===== config.mk =====
export PLATFORM = sky130hd
export DESIGN_NAME = updown_ctrl_debounce
export DESIGN_NICKNAME = d
export VERILOG_FILES = /design/src/rtl/updown_ctrl_debounce.sv
export SDC_FILE = /design/constraint.sdc
export NUM_CORES = 1
export LEC_CHECK = 0
export ABC_AREA = 1
export BUFFER_PORTS_ARGS = -buffer_cell sky130_fd_sc_hd__clkbuf_2
export CELL_PAD_IN_SITES_DETAIL_PLACEMENT = 1
export CELL_PAD_IN_SITES_GLOBAL_PLACEMENT = 2
export CORE_MARGIN = 3
export CORE_UTILIZATION = 35
export DETAILED_ROUTE_END_ITERATION = 7
export PLACE_DENSITY_LB_ADDON = 0.1
export SLEW_MARGIN = 20
export SYNTH_ARGS = -nofsm -noshare
export SYNTH_HDL_FRONTEND = slang
export SYNTH_SLANG_ARGS = --single-unit

===== constraint.sdc =====
create_clock -name clk -period 2.02 [get_ports clk]
set_clock_uncertainty 0.05 [all_clocks]
set_input_delay 0.505 -clock clk [delete_from_list [all_inputs] [get_ports clk]]
set_output_delay 0.505 -clock clk [all_outputs]
set_load 0.02 [all_outputs]

===== src/rtl/updown_ctrl_debounce.sv =====
// updown_ctrl_debounce: debounces DIR/RUN buttons and drives count_up plus a prescaled step strobe
module updown_ctrl_debounce #(
  parameter int DEB_CYCLES = 500_000,
  parameter int PRESCALE   = 50_000_000
) (
  input  logic clk,
  input  logic reset,
  input  logic btn_dir,
  input  logic btn_run,
  output logic count_up,
  output logic step,
  output logic running,
  output logic dir_pulse,
  output logic run_pulse
);
  localparam int CW = $clog2(DEB_CYCLES + 1);
  localparam int PW = $clog2(PRESCALE);
  typedef enum logic [1:0] {IDLE, CHECK_PRESS, HELD, CHECK_RELEASE} deb_t;
  logic [1:0] btn, meta, sync, accept;
  logic [PW-1:0] pc;
  logic wrap;
  assign btn = {btn_run, btn_dir};
  assign wrap = pc == PW'(PRESCALE - 1);
  always_ff @(posedge clk)
    if (!reset) {sync, meta} <= '0;
    else {sync, meta} <= {meta, btn};
  // bit 0 debounces DIR, bit 1 debounces RUN
  for (genvar b = 0; b < 2; b++) begin : g_deb
    deb_t state, state_nx;
    logic [CW-1:0] cnt, cnt_nx;
    logic done, acc;
    assign done = cnt == CW'(DEB_CYCLES);
    assign accept[b] = acc;
    always_ff @(posedge clk)
      if (!reset) begin
        state <= IDLE;
        cnt <= '0;
      end else begin
        state <= state_nx;
        cnt <= cnt_nx;
      end
    always_comb begin
      state_nx = state;
      cnt_nx = cnt;
      acc = 1'b0;
      case (state)
        IDLE: if (sync[b]) begin
          state_nx = CHECK_PRESS;
          cnt_nx = CW'(1);
        end
        CHECK_PRESS: if (!sync[b]) begin
          state_nx = IDLE;
          cnt_nx = '0;
        end else if (done) begin
          state_nx = HELD;
          cnt_nx = '0;
          acc = 1'b1;
        end else cnt_nx = cnt + 1'b1;
        HELD: if (!sync[b]) begin
          state_nx = CHECK_RELEASE;
          cnt_nx = CW'(1);
        end
        CHECK_RELEASE: if (sync[b]) begin
          state_nx = HELD;
          cnt_nx = '0;
        end else if (done) begin
          state_nx = IDLE;
          cnt_nx = '0;
        end else cnt_nx = cnt + 1'b1;
        default: begin
          state_nx = IDLE;
          cnt_nx = '0;
        end
      endcase
    end
  end
  // pc advances on the pausing edge itself; only the step it would produce is dropped
  always_ff @(posedge clk)
    if (!reset) begin
      count_up <= 1'b1;
      running <= 1'b1;
      step <= 1'b0;
      dir_pulse <= 1'b0;
      run_pulse <= 1'b0;
      pc <= '0;
    end else begin
      count_up <= count_up ^ accept[0];
      running <= running ^ accept[1];
      dir_pulse <= accept[0];
      run_pulse <= accept[1];
      step <= running & ~accept[1] & wrap;
      if (running) pc <= wrap ? '0 : pc + 1'b1;
    end
endmodule

==> summary.md <==
| Metric | Value |
|---|---|
| Setup Total Neg Slack | `0 ns` |
| Die height | `114 um` |
| Gr usage total | `around a fifth` |
| Fin crit share | `between 80% and 90%` |
| Share of the synthesized area in the top cell type | `37.6%` |
| Critical Path Start Type | `flop` |
| Die Footprint | `13,000 um2` |
| Maximum root-to-sink buffer count | `2` |
| Worst Path Arrival | `1.94 ns` |
| H-tree depth | `3` |
| Hold Crit Class | `in2reg` |
| Initial antenna violation count | `0` |
| Drt wl/cell | `13.6 um` |
| Top cells by instance count after synthesis | `nand2_1, nor2_1, inv_1` |
| WS Path Type | `reg2reg` |
| Warnings from Yosys | `0` |
| Crit path largest cell delay | `between 0.3 and 0.4 ns` |
| Worst ir drop on vdd | `0.498 mV` |
| Worst-Skew Late Latency | `0.35 ns` |
| Vias in the first global route | `around 4,000` |
| Total grt overflow | `0` |
| Hpwl dp | `between 8000 and 9000 um` |
| Static Leakage | `roughly 1.9 nW` |
| RSZ-0062 raised after global routing | `false` |
| Mapped Avg Cell Area | `6.39 um2` |
| Max FO, Critical Path | `9` |
| Crit-path cells | `ha_1 -> nand2_1 -> nor2_1 -> nand2_1 -> nor2_1 -> nand3_1 -> nand2_1 -> inv_2 -> nand2_1 -> nor2_1` |
| Register bit total from synthesis | `77` |
| Routed WL | `11,000 um` |
| Clock transition at path regs | `0.06 ns` |
| Final Hold Fails | `0` |
| Placed Cells | `approximately 790` |
| Worst slew pin tran | `0.420 ns` |
| Initial drt markers | `153` |
| Non-Filler Instances | `807` |
| Row Count | `38` |
| Status | `finished clean` |
| Router iterations before antenna repair | `4` |
| Sw Share | `21.9%` |
| Worst relative slew slack | `71.9%` |
| Top post-synthesis cells by area | `dfxtp_1, nand2_1, nor2_1, inv_1, nand3_1` |
| Switching power | `0.000802 W` |
| Post-synth ARST share | `0%` |
| Max Slew Vio Count | `0` |
| Number of synthesized flops with an enable pin | `0` |
| Seq/Total Area, Yosys | `37.6%` |
| Worst Setup End Kind | `flop` |
| Slowest CP cell | `dfxtp_1` |
| Remaining DRCs | `0` |
| Nets | `673` |
| Buffers on Ports | `8` |
| Post-synthesis instance total | `641` |
| Final setup viols | `0` |
| First-pass GRT wire length | `19,500 um` |
| Setup bufs post-CTS | `0` |
| Synth Cell Area | `between 4000 and 5000 um2` |
| Boundary Pins | `9` |
| CTS buffer count | `9` |
| Core ar. | `between 10,000 and 15,000 um2` |
| Antenna Cells | `0` |
| Area Overhead vs Synth | `15.3%` |
| CTS sink cnt | `77` |
| Count leader, synth | `nand2_1` |
| Routed Antenna Nets | `0` |
| Max Cap Viol | `0` |
| Proportion of layout cells with a drive suffix above 1 | `8.25%` |
| Unique cell type count in the Yosys netlist | `35` |
| Cell taking the most area after synthesis | `dfxtp_1` |
| Most common cell on crit path | `nand2_1` |
| Largest net degree at the start of global routing | `20` |
| Sequential share of power | `42.5%` |
| Via/cell ratio | `4.87` |
| Root buf cell | `clkbuf_16` |
| Vias after detailed routing | `3,928` |
| Final GP Congestion | `a little over 0.8` |
| Top_reg_cell synth | `dfxtp_1` |
| Fmax | `approximately 0.57 GHz` |
| Pwr per Cell Area | `777 nW/um2` |
| Critical Path RT | `2.21 ns` |
| CTS tree | `yes` |
| Chip Width | `between 100 and 150 um` |
| Syn nets | `about 650` |
| Logic pwr share | `5.4%` |
| Initial Util | `36.8%` |
| Pint | `0.00286 W` |
| Clock network power share | `52.2%` |
| Min Tclk post-route | `~1.8 ns` |
flip-flops by register name, summed over array words and instances, names as in the netlist, named ones only:
name         cells
pc              26
g_deb.state      2
meta             2
dir_pulse        1
count_up         1
sync             2
running          1
step             1
run_pulse        1
g_deb.cnt       38
area by class of cell:
| type | count | area (um2) |
|---|---|---|
| inverter | 91 | 342 |
| clock buffer | 11 | 253 |
| multi-input combinational | 464 | 2170 |
| sequential | 77 | 1540 |
| fill | 1472 | 6400 |
| clock inverter | 4 | 95.1 |
| tap | 140 | 175 |
| timing repair buffer | 20 | 143 |
layout by cell type, fill, tap and decap left out, drive strengths merged, types with 2 or more instances in the layout:
master,count
o22ai,2
inv,89
nand4,15
clkbuf,19
bufinv,3
buf,12
dfxtp,77
clkinv,3
nor4,2
nand2,182
ha,6
xnor2,4
o21bai,3
a21oi,37
nor3,19
nor2,112
o21ai,20
nand3,46
xor2,9
repair_timing:
item                                   4_1_cts  5_1_grt
hold buffers                                 0        0
endpoints found under the hold margin        0        0
setup endpoints to repair                    0        1
resized for setup                            0        1
power groups by stage:
stage / clock [W] / combinational (W) / sequential (W)
final: 0.00191 / 0.000196 / 0.00156
after global routing: 0.00204 / 0.000225 / 0.00156
after CTS: 0.00196 / 0.000200 / 0.00156
after detailed placement: 0 / 0.000200 / 0.00159
after global placement: 0 / 0.000196 / 0.00159
after floorplan: 0 / 0.000124 / 0.00159
worst max-delay path: cells and delay by family, from the launching register on:
| family | cells | cell delay, ns |
|---|---|---|
| AND/OR/NAND/NOR | 8 | 0.88 |
| flip-flops | 1 | 0.37 |
| adder cells (fa/ha/maj) | 1 | 0.19 |
| buffers and inverters | 1 | 0.15 |
logic make-up after synthesis:
| logic type | count (synthesis) | synth area share, % |
|---|---|---|
| and+or+nand+nor | 380 | 39.8 |
| buffers and inverters | 100 | 9.38 |
| DFF | 77 | 37.6 |
| AOI/OAI and AO/OA | 65 | 8.52 |
| xor gates and xnor gates | 13 | 2.78 |
| adders and majority gates | 6 | 1.83 |
metal layers:
metal  vias to the layer above  GRT usage, %  part of all wire, %
li1                       2070             -                    -
met5                         -             0                    0
met4                         0          6.02                  1.6
met2                        23          30.4                   46
met1                      1822          24.4                   51
met3                        13          4.02                  2.1
through the flow:
step	util (%)	cell area, um2	worst slack, ns	hold slack, ns	total power [W]
2_1_floorplan	-	4100	0.497	0.340	0.00171
3_3_place_gp	39.3	4370	0.298	0.345	0.00179
3_5_place_dp	39.3	4370	0.222	0.356	0.00179
4_1_cts	42.4	4720	0.197	0.284	0.00372
5_1_grt	42.4	4720	0.0588	0.312	0.00382
6_report	42.4	4720	0.266	0.290	0.00367
path summary, 6_finish.rpt:
path                            startpoint       to  slack (ns)  cells after the start
worst max-delay path                 pc[0]   pc[24]        0.27                     10
worst min-delay path               btn_dir  meta[0]        0.29                      3
worst max register to register       pc[0]   pc[24]        0.27                     10
worst min register to register     meta[0]  sync[0]        0.36                      2
(Power assumes the default switching activity.)
